--- config.mk ---
export PLATFORM = sky130hd
export DESIGN_NAME = pipe_hazard_ctrl_flat
export DESIGN_NICKNAME = d
export VERILOG_FILES = /design/src/rtl/pipe_hazard_ctrl_if.sv /design/src/rtl/pipe_hazard_ctrl.sv /design/src/flat_wrapper.sv
export SDC_FILE = /design/constraint.sdc
export NUM_CORES = 1
export LEC_CHECK = 0
export BUFFER_PORTS_ARGS = -buffer_cell sky130_fd_sc_hd__buf_2
export CORE_MARGIN = 2
export CORE_UTILIZATION = 50
export DETAILED_ROUTE_END_ITERATION = 10
export GPL_ROUTABILITY_DRIVEN = 0
export GPL_TIMING_DRIVEN = 0
export PLACE_DENSITY = 0.77
export SETUP_SLACK_MARGIN = 0.15
export SYNTH_ARGS = -nofsm -noshare
export SYNTH_HDL_FRONTEND = slang
export SYNTH_SLANG_ARGS = --single-unit
--- constraint.sdc ---
create_clock -name clock -period 2.7 [get_ports clock]
set_input_delay 0.135 -clock clock [delete_from_list [all_inputs] [get_ports clock]]
set_output_delay 0.135 -clock clock [all_outputs]
set_load 0.01 [all_outputs]
--- src/rtl/pipe_hazard_ctrl_if.sv ---
// -----------------------------------------------------------------------------
// pipe_hazard_ctrl_if
//   Bundles the stage-status inputs and the hazard-control outputs of
//   pipe_hazard_ctrl.
//   master : pipeline side. It drives the stage status and receives the controls.
//   slave  : hazard controller. It receives the stage status and drives the controls.
//   Stage status : id_* (IF_ID), ex_* (ID_EX), wb_* (EX_WB), plus
//                  ex_branch_taken, ex_mc_start and ex_mc_done.
//   Controls     : if_stall, id_stall, ex_hold, ex_bubble, if_id_flush,
//                  fwd_a, fwd_b, mc_timeout_err, stall_count, state.
// -----------------------------------------------------------------------------
interface pipe_hazard_ctrl_if #(
   parameter int REG_AW = 5,
   parameter int CNT_W  = 16
);
   // IF_ID stage
   logic              id_valid;
   logic [REG_AW-1:0] id_rs1;
   logic [REG_AW-1:0] id_rs2;
   logic              id_uses_rs1;
   logic              id_uses_rs2;
   // ID_EX stage
   logic              ex_valid;
   logic              ex_wen;
   logic              ex_is_load;
   logic [REG_AW-1:0] ex_rd;
   // EX_WB stage
   logic              wb_valid;
   logic              wb_wen;
   logic [REG_AW-1:0] wb_rd;
   // EX events
   logic              ex_branch_taken;
   logic              ex_mc_start;
   logic              ex_mc_done;
   // Controls
   logic              if_stall;
   logic              id_stall;
   logic              ex_hold;
   logic              ex_bubble;
   logic              if_id_flush;
   logic [1:0]        fwd_a;
   logic [1:0]        fwd_b;
   logic              mc_timeout_err;
   logic [CNT_W-1:0]  stall_count;
   logic [1:0]        state;

   modport master (
      output id_valid, id_rs1, id_rs2, id_uses_rs1, id_uses_rs2,
             ex_valid, ex_wen, ex_is_load, ex_rd,
             wb_valid, wb_wen, wb_rd,
             ex_branch_taken, ex_mc_start, ex_mc_done,
      input  if_stall, id_stall, ex_hold, ex_bubble, if_id_flush,
             fwd_a, fwd_b, mc_timeout_err, stall_count, state
   );

   modport slave (
      input  id_valid, id_rs1, id_rs2, id_uses_rs1, id_uses_rs2,
             ex_valid, ex_wen, ex_is_load, ex_rd,
             wb_valid, wb_wen, wb_rd,
             ex_branch_taken, ex_mc_start, ex_mc_done,
      output if_stall, id_stall, ex_hold, ex_bubble, if_id_flush,
             fwd_a, fwd_b, mc_timeout_err, stall_count, state
   );
endinterface

--- src/rtl/pipe_hazard_ctrl.sv ---
// -----------------------------------------------------------------------------
// pipe_hazard_ctrl
//   Hazard and sequencing controller for a three-stage fetch/decode/execute
//   pipeline. It is control only and carries no datapath.
//   It handles four cases:
//     - load-use hazards: one stall cycle plus a bubble into ID_EX
//     - taken branches: IF_ID is flushed for FLUSH_CYCLES cycles
//     - multi-cycle execute: the pipe is held until done or MC_TIMEOUT
//     - operand forwarding: EX has priority over WB, and r0 is never forwarded
//   Ports:
//     clock : pipeline clock, rising edge
//     reset : asynchronous, active-low reset
//     hz    : pipe_hazard_ctrl_if.slave (stage status in, controls out)
// -----------------------------------------------------------------------------
module pipe_hazard_ctrl #(
   parameter int REG_AW       = 5,
   parameter int MC_TIMEOUT   = 16,
   parameter int FLUSH_CYCLES = 2,
   parameter int CNT_W        = 16
) (
   input  logic                clock,
   input  logic                reset,
   pipe_hazard_ctrl_if.slave   hz
);

   typedef enum logic [1:0] {
      ST_RUN     = 2'b00,
      ST_MC_WAIT = 2'b01,
      ST_FLUSH   = 2'b10
   } state_e;

   // One shared counter serves both the MC_WAIT timeout and the FLUSH length.
   localparam int CNT_MAX = (MC_TIMEOUT > FLUSH_CYCLES) ? MC_TIMEOUT : FLUSH_CYCLES;
   localparam int CW      = $clog2(CNT_MAX + 1);

   state_e           state_q, state_d;
   logic [CW-1:0]    cnt_q, cnt_d;
   logic             err_q, err_d;
   logic [CNT_W-1:0] stall_count_q, stall_count_d;
   logic             lu_hazard;

   // Load-use: the decode stage reads a register that a load in EX has not yet produced.
   assign lu_hazard = hz.id_valid & hz.ex_valid & hz.ex_wen & hz.ex_is_load &
                      (hz.ex_rd != '0) &
                      ((hz.id_uses_rs1 & (hz.id_rs1 == hz.ex_rd)) |
                       (hz.id_uses_rs2 & (hz.id_rs2 == hz.ex_rd)));

   // A load result is not available in EX, so it can only forward from WB.
   function automatic logic [1:0] fwd_sel(input logic [REG_AW-1:0] rs);
      if (hz.ex_valid && hz.ex_wen && !hz.ex_is_load &&
          (hz.ex_rd != '0) && (hz.ex_rd == rs))
         return 2'b01;
      else if (hz.wb_valid && hz.wb_wen && (hz.wb_rd != '0) && (hz.wb_rd == rs))
         return 2'b10;
      else
         return 2'b00;
   endfunction

   // ---------------------------------------------------------------- state reg
   // NOTE: sequential state uses non-blocking assignments, so every flop
   // samples the values that were present before the clock edge.
   always_ff @(posedge clock or negedge reset) begin
      if (!reset) begin
         state_q       <= ST_RUN;
         cnt_q         <= '0;
         err_q         <= 1'b0;
         stall_count_q <= '0;
      end else begin
         state_q       <= state_d;
         cnt_q         <= cnt_d;
         err_q         <= err_d;
         stall_count_q <= stall_count_d;
      end
   end

   // --------------------------------------------------------------- next state
   // NOTE: every signal gets a default before the case, so no path through
   // this block can leave a value unassigned and infer a latch.
   always_comb begin
      state_d = state_q;
      cnt_d   = cnt_q;
      err_d   = err_q;
      unique case (state_q)
         ST_RUN: begin
            if (hz.ex_branch_taken) begin
               // A single flush cycle is handled entirely inside RUN.
               if (FLUSH_CYCLES > 1) begin
                  state_d = ST_FLUSH;
                  cnt_d   = CW'(FLUSH_CYCLES - 2);
               end
            end else if (hz.ex_mc_start) begin
               state_d = ST_MC_WAIT;
               cnt_d   = '0;
            end
         end
         ST_MC_WAIT: begin
            if (hz.ex_mc_done) begin
               state_d = ST_RUN;
            end else if (cnt_q == CW'(MC_TIMEOUT - 1)) begin
               state_d = ST_RUN;
               err_d   = 1'b1;
            end else begin
               cnt_d = cnt_q + CW'(1);
            end
         end
         ST_FLUSH: begin
            if (cnt_q == '0) state_d = ST_RUN;
            else             cnt_d   = cnt_q - CW'(1);
         end
         default: state_d = ST_RUN;
      endcase
   end

   // ----------------------------------------------------------------- outputs
   always_comb begin
      hz.if_stall    = 1'b0;
      hz.id_stall    = 1'b0;
      hz.ex_hold     = 1'b0;
      hz.ex_bubble   = 1'b0;
      hz.if_id_flush = 1'b0;
      unique case (state_q)
         ST_RUN: begin
            if (hz.ex_branch_taken) begin
               hz.if_id_flush = 1'b1;
               hz.ex_bubble   = 1'b1;
            end else if (!hz.ex_mc_start && lu_hazard) begin
               // The bubble clears ex_valid next cycle, so this stall lasts one cycle.
               hz.if_stall  = 1'b1;
               hz.id_stall  = 1'b1;
               hz.ex_bubble = 1'b1;
            end
         end
         ST_MC_WAIT: begin
            // Release in the done cycle itself, so a done arriving in the
            // first wait cycle costs no stall cycles.
            hz.if_stall = !hz.ex_mc_done;
            hz.id_stall = !hz.ex_mc_done;
            hz.ex_hold  = !hz.ex_mc_done;
         end
         ST_FLUSH: begin
            hz.if_id_flush = 1'b1;
            hz.ex_bubble   = 1'b1;
         end
         default: ;
      endcase
   end

   // Saturating count of the cycles in which the front end was stalled.
   always_comb begin
      stall_count_d = stall_count_q;
      if (hz.if_stall && (stall_count_q != '1))
         stall_count_d = stall_count_q + CNT_W'(1);
   end

   assign hz.fwd_a          = fwd_sel(hz.id_rs1);
   assign hz.fwd_b          = fwd_sel(hz.id_rs2);
   assign hz.mc_timeout_err = err_q;
   assign hz.stall_count    = stall_count_q;
   assign hz.state          = state_q;

endmodule

--- src/flat_wrapper.sv ---
// flat-port wrapper written by rule: the top's interface ports become plain ports
module pipe_hazard_ctrl_flat 
#(
   parameter int REG_AW       = 5,
   parameter int MC_TIMEOUT   = 16,
   parameter int FLUSH_CYCLES = 2,
   parameter int CNT_W        = 16
)
  (clock, reset, hz_id_valid, hz_id_rs1, hz_id_rs2, hz_id_uses_rs1, hz_id_uses_rs2, hz_ex_valid, hz_ex_wen, hz_ex_is_load, hz_ex_rd, hz_wb_valid, hz_wb_wen, hz_wb_rd, hz_ex_branch_taken, hz_ex_mc_start, hz_ex_mc_done, hz_if_stall, hz_id_stall, hz_ex_hold, hz_ex_bubble, hz_if_id_flush, hz_fwd_a, hz_fwd_b, hz_mc_timeout_err, hz_stall_count, hz_state);
  pipe_hazard_ctrl_if #(.REG_AW(REG_AW), .CNT_W(CNT_W)) hz_i ();
  input  logic clock;
  input  logic reset;
  input wire logic [$bits(hz_i.id_valid)-1:0] hz_id_valid;
  input wire logic [$bits(hz_i.id_rs1)-1:0] hz_id_rs1;
  input wire logic [$bits(hz_i.id_rs2)-1:0] hz_id_rs2;
  input wire logic [$bits(hz_i.id_uses_rs1)-1:0] hz_id_uses_rs1;
  input wire logic [$bits(hz_i.id_uses_rs2)-1:0] hz_id_uses_rs2;
  input wire logic [$bits(hz_i.ex_valid)-1:0] hz_ex_valid;
  input wire logic [$bits(hz_i.ex_wen)-1:0] hz_ex_wen;
  input wire logic [$bits(hz_i.ex_is_load)-1:0] hz_ex_is_load;
  input wire logic [$bits(hz_i.ex_rd)-1:0] hz_ex_rd;
  input wire logic [$bits(hz_i.wb_valid)-1:0] hz_wb_valid;
  input wire logic [$bits(hz_i.wb_wen)-1:0] hz_wb_wen;
  input wire logic [$bits(hz_i.wb_rd)-1:0] hz_wb_rd;
  input wire logic [$bits(hz_i.ex_branch_taken)-1:0] hz_ex_branch_taken;
  input wire logic [$bits(hz_i.ex_mc_start)-1:0] hz_ex_mc_start;
  input wire logic [$bits(hz_i.ex_mc_done)-1:0] hz_ex_mc_done;
  output wire logic [$bits(hz_i.if_stall)-1:0] hz_if_stall;
  output wire logic [$bits(hz_i.id_stall)-1:0] hz_id_stall;
  output wire logic [$bits(hz_i.ex_hold)-1:0] hz_ex_hold;
  output wire logic [$bits(hz_i.ex_bubble)-1:0] hz_ex_bubble;
  output wire logic [$bits(hz_i.if_id_flush)-1:0] hz_if_id_flush;
  output wire logic [$bits(hz_i.fwd_a)-1:0] hz_fwd_a;
  output wire logic [$bits(hz_i.fwd_b)-1:0] hz_fwd_b;
  output wire logic [$bits(hz_i.mc_timeout_err)-1:0] hz_mc_timeout_err;
  output wire logic [$bits(hz_i.stall_count)-1:0] hz_stall_count;
  output wire logic [$bits(hz_i.state)-1:0] hz_state;
  assign hz_i.id_valid = hz_id_valid;
  assign hz_i.id_rs1 = hz_id_rs1;
  assign hz_i.id_rs2 = hz_id_rs2;
  assign hz_i.id_uses_rs1 = hz_id_uses_rs1;
  assign hz_i.id_uses_rs2 = hz_id_uses_rs2;
  assign hz_i.ex_valid = hz_ex_valid;
  assign hz_i.ex_wen = hz_ex_wen;
  assign hz_i.ex_is_load = hz_ex_is_load;
  assign hz_i.ex_rd = hz_ex_rd;
  assign hz_i.wb_valid = hz_wb_valid;
  assign hz_i.wb_wen = hz_wb_wen;
  assign hz_i.wb_rd = hz_wb_rd;
  assign hz_i.ex_branch_taken = hz_ex_branch_taken;
  assign hz_i.ex_mc_start = hz_ex_mc_start;
  assign hz_i.ex_mc_done = hz_ex_mc_done;
  assign hz_if_stall = hz_i.if_stall;
  assign hz_id_stall = hz_i.id_stall;
  assign hz_ex_hold = hz_i.ex_hold;
  assign hz_ex_bubble = hz_i.ex_bubble;
  assign hz_if_id_flush = hz_i.if_id_flush;
  assign hz_fwd_a = hz_i.fwd_a;
  assign hz_fwd_b = hz_i.fwd_b;
  assign hz_mc_timeout_err = hz_i.mc_timeout_err;
  assign hz_stall_count = hz_i.stall_count;
  assign hz_state = hz_i.state;
  pipe_hazard_ctrl #(.REG_AW(REG_AW), .MC_TIMEOUT(MC_TIMEOUT), .FLUSH_CYCLES(FLUSH_CYCLES), .CNT_W(CNT_W)) u_core (.clock(clock), .reset(reset), .hz(hz_i));
endmodule
==> flow_metrics.env, run 1 <==
export IMPL_p_leak_nw=1.201
export IMPL_synthCells=187
export IMPL_fin_crit_ns=2.350
export IMPL_holdPathEnd="u_core.hz.state[1]"
export IMPL_start_kind="flop"
export IMPL_area_growth_pct=22.24
export IMPL_antenna_found_initial=0
export IMPL_routed_wl_um=3943
export IMPL_syn_area_sq_um=1755
export IMPL_final_seq_area_sq_um=600.6
export IMPL_cts_root_buffer="clkbuf_4"
export IMPL_ctsHtreeMaxLevel=1
export IMPL_hpwl_um=3088
export IMPL_critical_path_top_delay_family="adder cells"
export IMPL_die_h_um=63.25
export IMPL_hp_class="in -> reg"
export IMPL_crit_arrival_ns=2.57
export IMPL_synthAdderAreaFrac=0.06842
export IMPL_power_density_nw_per_um2=609.7
export IMPL_drive_above_1_share=0.3267
export IMPL_grt_pass1_vias=1485
export IMPL_ys_types=41
export IMPL_outcome="complete, no violations"
export IMPL_seq_area_frac_synth=0.3421
export IMPL_clockBufferDepth=2
export IMPL_drt_iter0_markers=59
export IMPL_cp_common_cell="a21o_1"
export IMPL_synth_xor_area_share=0.1896
export IMPL_holdPathStages=3
export IMPL_setup_violations=0
export IMPL_cts_buffers=3
export IMPL_critPathRequiredTime_ns=2.92
export IMPL_critPathMaxStageDelay_ns=0.44
export IMPL_crit_start="u_core.hz.state[0]"
export IMPL_diodes=0
export IMPL_drv_cap=0
export IMPL_yosys_area_share_simple=0.2267
export IMPL_r2r_end="u_core.cnt_q[4]"
export IMPL_path_cells="inv_1 > ha_1 > fa_1 > a21o_1 > a21oi_1 > xor2_1 > nor3_1 > a21o_1 > a22o_1"
export IMPL_rows=21
export IMPL_synth_compound_area_share=0.1404
export IMPL_ios=61
export IMPL_cts_tree="yes"
export IMPL_grt_max_degree=25
export IMPL_io_buffer_count=60
export IMPL_worst_pin_slew_ns=0.5389
export IMPL_fin_setup_tns_ns=0
export IMPL_worst_setup_path_type="reg -> reg"
export IMPL_firstDrtPassIters=4
export IMPL_setup_slack_ns=0.3500
export IMPL_synthArstFlopShare=1.000
export IMPL_muxShareOfSynthArea=0.008553
export IMPL_final_cell_mix="61 x buf_2, 35 x xor2_1, 24 x dfrtp_1"
export IMPL_core_sq_um=3363
export IMPL_hold_viol_final=0
export IMPL_overflow=0
export IMPL_multi_input_area_sq_um=1112
export IMPL_slew_headroom=0.6407
export IMPL_clkTransAtPathRegs_ns=0.13
export IMPL_dieArea_sq_um=4001
export IMPL_skew_ns=0.004058
export IMPL_vias=1565
export IMPL_grt_pass1_wl_um=6658
export IMPL_synth_net_count=229
export IMPL_rrSetupSlack_ns=0.35
export IMPL_layout_commonest_cell="buf_2"
export IMPL_syn_avg_cell_area_sq_um=9.387
export IMPL_vias_per_cell=5.269
export IMPL_worstPathMaxFanout=8
export IMPL_grt_setup_unrepaired="no"
export IMPL_clock_latency_ns=0.32
export IMPL_worst_r2r_cell_count=9
export IMPL_yosysWarnings=0
export IMPL_ys_flop_type="dfrtp_1"
export IMPL_drcViolationCount=0
export IMPL_ant_nets=0
export IMPL_synth_edff_count=0
export IMPL_fin_crit_sh=0.8704
export IMPL_dp_worst_setup_slack_ns=0.3836
export IMPL_cpMaxStageDelayCell="dfrtp_1"
export IMPL_wl_per_cell_um=13.28
export IMPL_peakVddDrop_mv=0.3968
export IMPL_r2r_start="u_core.hz.state[0]"
export IMPL_ys_ff_latch=24
export IMPL_critPathCaptureType="flop"
export IMPL_layout_nets=295
export IMPL_die_x_um=63.25
export IMPL_fillers=316
export IMPL_grt_use_total=0.2075
export IMPL_slew_viol_final=0
export IMPL_hp_start="hz_ex_branch_taken"
export IMPL_synth_top_family_by_area="simple AND/OR/NAND/NOR gates"
export IMPL_cts_num_sinks=24
export IMPL_path_buf_inv=1
export IMPL_fmax_mhz=425.5
export IMPL_initial_core_util=0.5219
-- cell type report --
class                           instances  share of cell area
Sequential cell                        24              0.2799
Clock buffer                            3             0.01050
Tap cell                               46             0.02682
Buffer                                  3            0.007580
Inverter                                7             0.01224
Multi-Input combinational cell        153              0.5184
Timing Repair Buffer                   61              0.1446
-- cell families (layout without fill, tap and decap cells) --
logic type,count (synthesis),in the layout
simple gates,74,74
xor+xnor,38,38
compound gates,31,31
flops,24,24
buf+inv,10,74
fa+ha+maj,9,9
mux,1,1
-- worst register-to-register path: cells and delay by family (launching register included) --
kind                     cells  cell delay (ns)
flip-flops                   1             0.44
buffers and inverters        1             0.08
AND/OR/NAND/NOR              1             0.07
AO/OA/AOI/OAI                4             0.68
adder cells (fa/ha/maj)      2             0.76
XOR/XNOR                     1             0.21
-- state kept, by name (all words and copies together), names as in the netlist --
register	count
u_core.hz.mc_timeout_err	1
u_core.cnt_q	5
u_core.hz.state	2
u_core.hz.stall_count	16
-- synth_stat cells, types with 2 or more instances --
cell | number | area [sq um]
xor2_1 | 35 | 306.5
dfrtp_1 | 24 | 600.6
nand2_1 | 23 | 86.33
nor2_1 | 12 | 45.04
ha_1 | 8 | 100.1
inv_1 | 7 | 26.28
nor3_1 | 7 | 35.03
o21ai_0 | 7 | 35.03
a21oi_1 | 6 | 30.03
nand3_1 | 6 | 30.03
a21o_1 | 5 | 37.54
nand4_1 | 5 | 31.28
nand2b_1 | 4 | 25.02
nor3_2 | 4 | 40.04
or4_1 | 3 | 22.52
xnor2_1 | 3 | 26.28
a211oi_2 | 2 | 25.02
nor2_2 | 2 | 12.51
nor4_1 | 2 | 12.51
-- timing repair --
action / CTS / global route
endpoints found under the hold margin: 24 / 0
resized for setup: 0 / 0
setup buffers: 0 / 0
hold buffers: 1 / 0
-- worst max-delay path by stage --
stage,end,cells past startpoint
2_1_floorplan,u_core.cnt_q[4],9
3_3_place_gp,u_core.cnt_q[4],9
3_5_place_dp,u_core.cnt_q[4],9
4_1_cts,u_core.cnt_q[4],9
5_1_grt,u_core.cnt_q[4],9
6_report,u_core.cnt_q[4],9
-- power by group --
group / switching, mW / internal [mW] / total, mW
logic: 0.336 / 0.289 / 0.625
registers: 0.0995 / 0.427 / 0.527
clock network: 0.105 / 0.0523 / 0.157
total: 0.540 / 0.768 / 1.31
-- routing by layer --
metal / part of all wire / vias up / GRT usage / wire length, um
met5: 0 / - / 0 / 0
met1: 0.45 / 727 / 0.2754 / 1784
met2: 0.47 / 54 / 0.3511 / 1861
met4: 0.012 / 0 / 0.06522 / 49
li1: - / 779 / - / -
met3: 0.063 / 5 / 0.02857 / 247
-- through the flow --
step           hold WS [ns]    util  power, mW  area (sq um)  instances
6_report             0.1286  0.6380      1.308          2146        297
2_1_floorplan       -0.1606       -     0.9518          1755        187
4_1_cts              0.1204  0.6380      1.317          2146        297
3_3_place_gp         0.1517  0.6283      1.136          2113        293
5_1_grt              0.1542  0.6380      1.425          2146        297
3_5_place_dp         0.1507  0.6283      1.155          2113        293
No activity file was read; power rests on OpenSTA's default activity.
==> run 2: changes to the inputs <==
- MAX_ROUTING_LAYER: unset -> met4
==> flow_metrics.env, run 2 (same netlist as run 1, synthesis figures left out) <==
export IMPL_worst_pin_slew_ns=0.5434
export IMPL_total_power_mw=1.304
export IMPL_worst_setup_path_type="reg -> reg"
export IMPL_start_kind="flop"
export IMPL_hp_class="in -> reg"
export IMPL_layout_commonest_cell="buf_2"
export IMPL_grt_use_total=0.2137
export IMPL_area_growth_pct=22.24
export IMPL_hold_viol_final=0
export IMPL_worstPathMaxFanout=8
export IMPL_fmax_mhz=425.9
export IMPL_whs_ns=0.1301
export IMPL_cpMaxStageDelayCell="dfrtp_1"
export IMPL_worst_r2r_cell_count=9
export IMPL_stdcell_area_sq_um=2146
export IMPL_clock_latency_ns=0.31
export IMPL_io_buffer_count=60
export IMPL_cts_root_buffer="clkbuf_4"
export IMPL_grt_pass1_wl_um=6665
export IMPL_grt_setup_unrepaired="no"
export IMPL_placed_area_sq_um=2113
export IMPL_fin_cells=297
export IMPL_antenna_found_initial=0
export IMPL_vias=1561
export IMPL_ant_nets=0
export IMPL_cts_tree="yes"
export IMPL_peakVddDrop_mv=0.3941
export IMPL_die_h_um=63.25
export IMPL_holdPathStages=3
export IMPL_dieArea_sq_um=4001
export IMPL_fin_crit_ns=2.348
export IMPL_clkTransAtPathRegs_ns=0.12
export IMPL_drv_cap=0
export IMPL_cts_num_sinks=24
export IMPL_critical_path_top_delay_family="adder cells"
export IMPL_clockBufferDepth=2
export IMPL_firstDrtPassIters=4
export IMPL_path_buf_inv=1
export IMPL_setup_slack_ns=0.3522
export IMPL_routed_wl_um=3940
export IMPL_cts_setup_buffers=0
export IMPL_die_x_um=63.25
export IMPL_drt_iter0_markers=39
export IMPL_layout_nets=295
export IMPL_hpwl_um=3088
export IMPL_place_inst=293
export IMPL_setup_violations=0
export IMPL_slew_headroom=0.6377
export IMPL_critPathCaptureType="flop"
export IMPL_largest_reg_flops=16
export IMPL_fin_setup_tns_ns=0
export IMPL_outcome="complete, no violations"
export IMPL_initial_core_util=0.5219
export IMPL_fin_util=0.6380
export IMPL_cp_common_cell="a21o_1"
export IMPL_ctsHtreeMaxLevel=1
export IMPL_critPathMaxStageDelay_ns=0.44
export IMPL_ios=61
export IMPL_drive_above_1_share=0.3267
export IMPL_fin_crit_sh=0.8695
export IMPL_rows=21
export IMPL_core_sq_um=3363
export IMPL_crit_cells=9
export IMPL_wl_per_cell_um=13.27
export IMPL_final_cell_mix="61 x buf_2, 35 x xor2_1, 24 x dfrtp_1"
export IMPL_cts_buffers=3
export IMPL_power_density_nw_per_um2=607.7
export IMPL_dp_worst_setup_slack_ns=0.3836
export IMPL_critPathRequiredTime_ns=2.92
export IMPL_diodes=0
export IMPL_path_cells="inv_1 > ha_1 > fa_1 > a21o_1 > a21oi_1 > xor2_1 > nor3_1 > a21o_1 > a22o_1"
export IMPL_grt_pass1_vias=1483
export IMPL_p_leak_nw=1.201
export IMPL_slew_viol_final=0
export IMPL_vias_per_cell=5.256
export IMPL_drcViolationCount=0
export IMPL_crit_arrival_ns=2.57
export IMPL_skew_ns=0.006025
export IMPL_grt_max_degree=25
export IMPL_overflow=0
-- run 2: path summary, 6_finish.rpt --
check / start / slack [ns] / endpoint
max: u_core.hz.state[0] / 0.35 / u_core.cnt_q[4]
min: hz_ex_branch_taken / 0.13 / u_core.hz.state[1]
max reg2reg: u_core.hz.state[0] / 0.35 / u_core.cnt_q[4]
min reg2reg: u_core.hz.stall_count[15] / 0.50 / u_core.hz.stall_count[15]
max in group asynchronous: reset / 2.01 / u_core.hz.stall_count[3]
min in group asynchronous: reset / 0.32 / u_core.hz.stall_count[8]
-- run 2: final cells by class --
cell class / instances / area, sq um
tap: 46 / 57.56
fill: 316 / 1217
inverter: 7 / 26.28
timing repair buffer: 61 / 310.3
sequential: 24 / 600.6
clock buffer: 3 / 22.52
buffer: 3 / 16.27
multi-input combinational: 153 / 1112
-- run 2: routing by layer --
| layer | global-route usage | vias up | wire length [um] |
|---|---|---|---|
| li1 | - | 781 | - |
| met1 | 0.2754 | 727 | 1792 |
| met2 | 0.3524 | 48 | 1862 |
| met3 | 0.02857 | 5 | 232 |
| met4 | 0.06522 | 0 | 52 |
| met5 | - | - | 0 |
-- run 2: repair_timing --
action / CTS / global route
hold buffers: 1 / 0
gates resized for setup: 0 / 0
hold endpoints to repair: 24 / 0
-- run 2: power by group --
group / total, mW / internal, mW / switching, mW
Combinational: 0.623 / 0.289 / 0.334
Clock: 0.155 / 0.0523 / 0.102
Sequential: 0.526 / 0.427 / 0.0992
Total: 1.30 / 0.768 / 0.536
-- run 2: worst min-delay path: stages --
cell and delay (ns):
buf_2 0.12, nand2_1 0.08, o21ai_0 0.08
==> run 3: changes to the inputs <==
==> constraint.sdc (replaced) <==
create_clock -name clock -period 2.7 [get_ports clock]
set_input_delay 0.405 -clock clock [delete_from_list [all_inputs] [get_ports clock]]
set_output_delay 0.405 -clock clock [all_outputs]
set_load 0.01 [all_outputs]
==> flow_metrics.env, run 3 (same netlist as run 1, synthesis figures left out) <==
export IMPL_outcome="complete, no violations"
export IMPL_p_leak_nw=1.197
export IMPL_power_density_nw_per_um2=610.1
export IMPL_die_h_um=63.25
export IMPL_cpMaxStageDelayCell="dfrtp_1"
export IMPL_fin_setup_tns_ns=0
export IMPL_drcViolationCount=0
export IMPL_wl_per_cell_um=13.28
export IMPL_worstPathMaxFanout=8
export IMPL_fin_util=0.6350
export IMPL_cts_root_buffer="clkbuf_4"
export IMPL_grt_max_degree=25
export IMPL_ios=61
export IMPL_overflow=0
export IMPL_hold_viol_final=0
export IMPL_drive_above_1_share=0.3280
export IMPL_grt_use_total=0.2129
export IMPL_clockBufferDepth=2
export IMPL_grt_pass1_vias=1477
export IMPL_setup_violations=0
export IMPL_vias=1548
export IMPL_skew_ns=0.006049
export IMPL_rows=21
export IMPL_rrSetupSlack_ns=0.35
export IMPL_largest_reg_flops=16
export IMPL_r2r_end="u_core.cnt_q[4]"
export IMPL_cts_setup_buffers=0
export IMPL_dieArea_sq_um=4001
export IMPL_cts_resized=0
export IMPL_critPathMaxStageDelay_ns=0.44
export IMPL_worst_setup_path_type="reg -> reg"
export IMPL_drv_cap=0
export IMPL_r2r_start="u_core.hz.state[0]"
export IMPL_dp_worst_setup_slack_ns=0.3836
export IMPL_peakVddDrop_mv=0.3945
export IMPL_fillers=317
export IMPL_start_kind="flop"
export IMPL_slew_viol_final=0
export IMPL_antenna_found_initial=0
export IMPL_hp_class="in -> async"
export IMPL_cp_common_cell="a21o_1"
export IMPL_io_buffer_count=60
export IMPL_firstDrtPassIters=4
export IMPL_cts_buffers=3
export IMPL_crit_arrival_ns=2.57
export IMPL_grt_pass1_wl_um=6637
export IMPL_core_sq_um=3363
export IMPL_grt_setup_unrepaired="no"
export IMPL_clkTransAtPathRegs_ns=0.12
export IMPL_hpwl_um=3088
export IMPL_clock_latency_ns=0.31
export IMPL_fin_crit_ns=2.349
export IMPL_worst_r2r_cell_count=9
export IMPL_layout_nets=294
export IMPL_diodes=0
export IMPL_ant_nets=0
export IMPL_cts_num_sinks=24
export IMPL_critical_path_top_delay_family="adder cells"
export IMPL_layout_commonest_cell="buf_2"
export IMPL_setup_slack_ns=0.3506
export IMPL_area_growth_pct=21.67
export IMPL_critPathRequiredTime_ns=2.92
export IMPL_crit_cells=9
export IMPL_routed_wl_um=3932
export IMPL_ctsHtreeMaxLevel=1
export IMPL_final_cell_mix="61 x buf_2, 35 x xor2_1, 24 x dfrtp_1"
export IMPL_critPathCaptureType="flop"
export IMPL_whs_ns=0.05168
export IMPL_path_cells="inv_1 > ha_1 > fa_1 > a21o_1 > a21oi_1 > xor2_1 > nor3_1 > a21o_1 > a22o_1"
export IMPL_fin_crit_sh=0.8701
export IMPL_die_x_um=63.25
export IMPL_fmax_mhz=425.6
export IMPL_slew_headroom=0.6390
export IMPL_initial_core_util=0.5219
export IMPL_hold_buffers=0
export IMPL_worst_pin_slew_ns=0.5414
export IMPL_drt_iter0_markers=38
export IMPL_vias_per_cell=5.230
export IMPL_path_buf_inv=1
export IMPL_cts_tree="yes"
## run 3: stage by stage
stage / instances / area (sq um) / power [mW]
floorplan: 187 / 1755 / 0.9518
global placement: 293 / 2113 / 1.136
detailed placement: 293 / 2113 / 1.155
CTS: 296 / 2136 / 1.316
global route: 296 / 2136 / 1.425
finish: 296 / 2136 / 1.303
## run 3: layer usage
layer	GRT usage	vias up	part of all wire
met1	0.2743	716	0.46
met2	0.3511	48	0.47
met3	0.02857	5	0.060
li1	-	779	-
met5	-	-	0
met4	0.06522	0	0.013
## run 3: worst max-delay path by stage
stage,start,end,slack (ns)
2_1_floorplan,u_core.hz.state[0],u_core.cnt_q[4],0.51
3_3_place_gp,u_core.hz.state[0],u_core.cnt_q[4],0.44
3_5_place_dp,u_core.hz.state[0],u_core.cnt_q[4],0.38
4_1_cts,u_core.hz.state[0],hz_if_stall,0.35
5_1_grt,u_core.hz.state[0],u_core.cnt_q[4],0.17
6_report,u_core.hz.state[0],u_core.cnt_q[4],0.35
## run 3: report_power, final
part	leakage (nW)	switching [mW]	internal, mW
Sequential	0.313	0.0990	0.427
Clock	0.0138	0.102	0.0523
Combinational	0.870	0.334	0.288
Total	1.20	0.536	0.767
## run 3: final cells by class
type / instances / area (sq um) / share of cell area
inverter: 7 / 26.28 / 0.01230
buffer: 3 / 16.27 / 0.007616
timing repair buffer: 60 / 300.3 / 0.1406
multi-input combinational: 153 / 1112 / 0.5208
clock buffer: 3 / 22.52 / 0.01054
tap: 46 / 57.56 / 0.02695
sequential: 24 / 600.6 / 0.2812
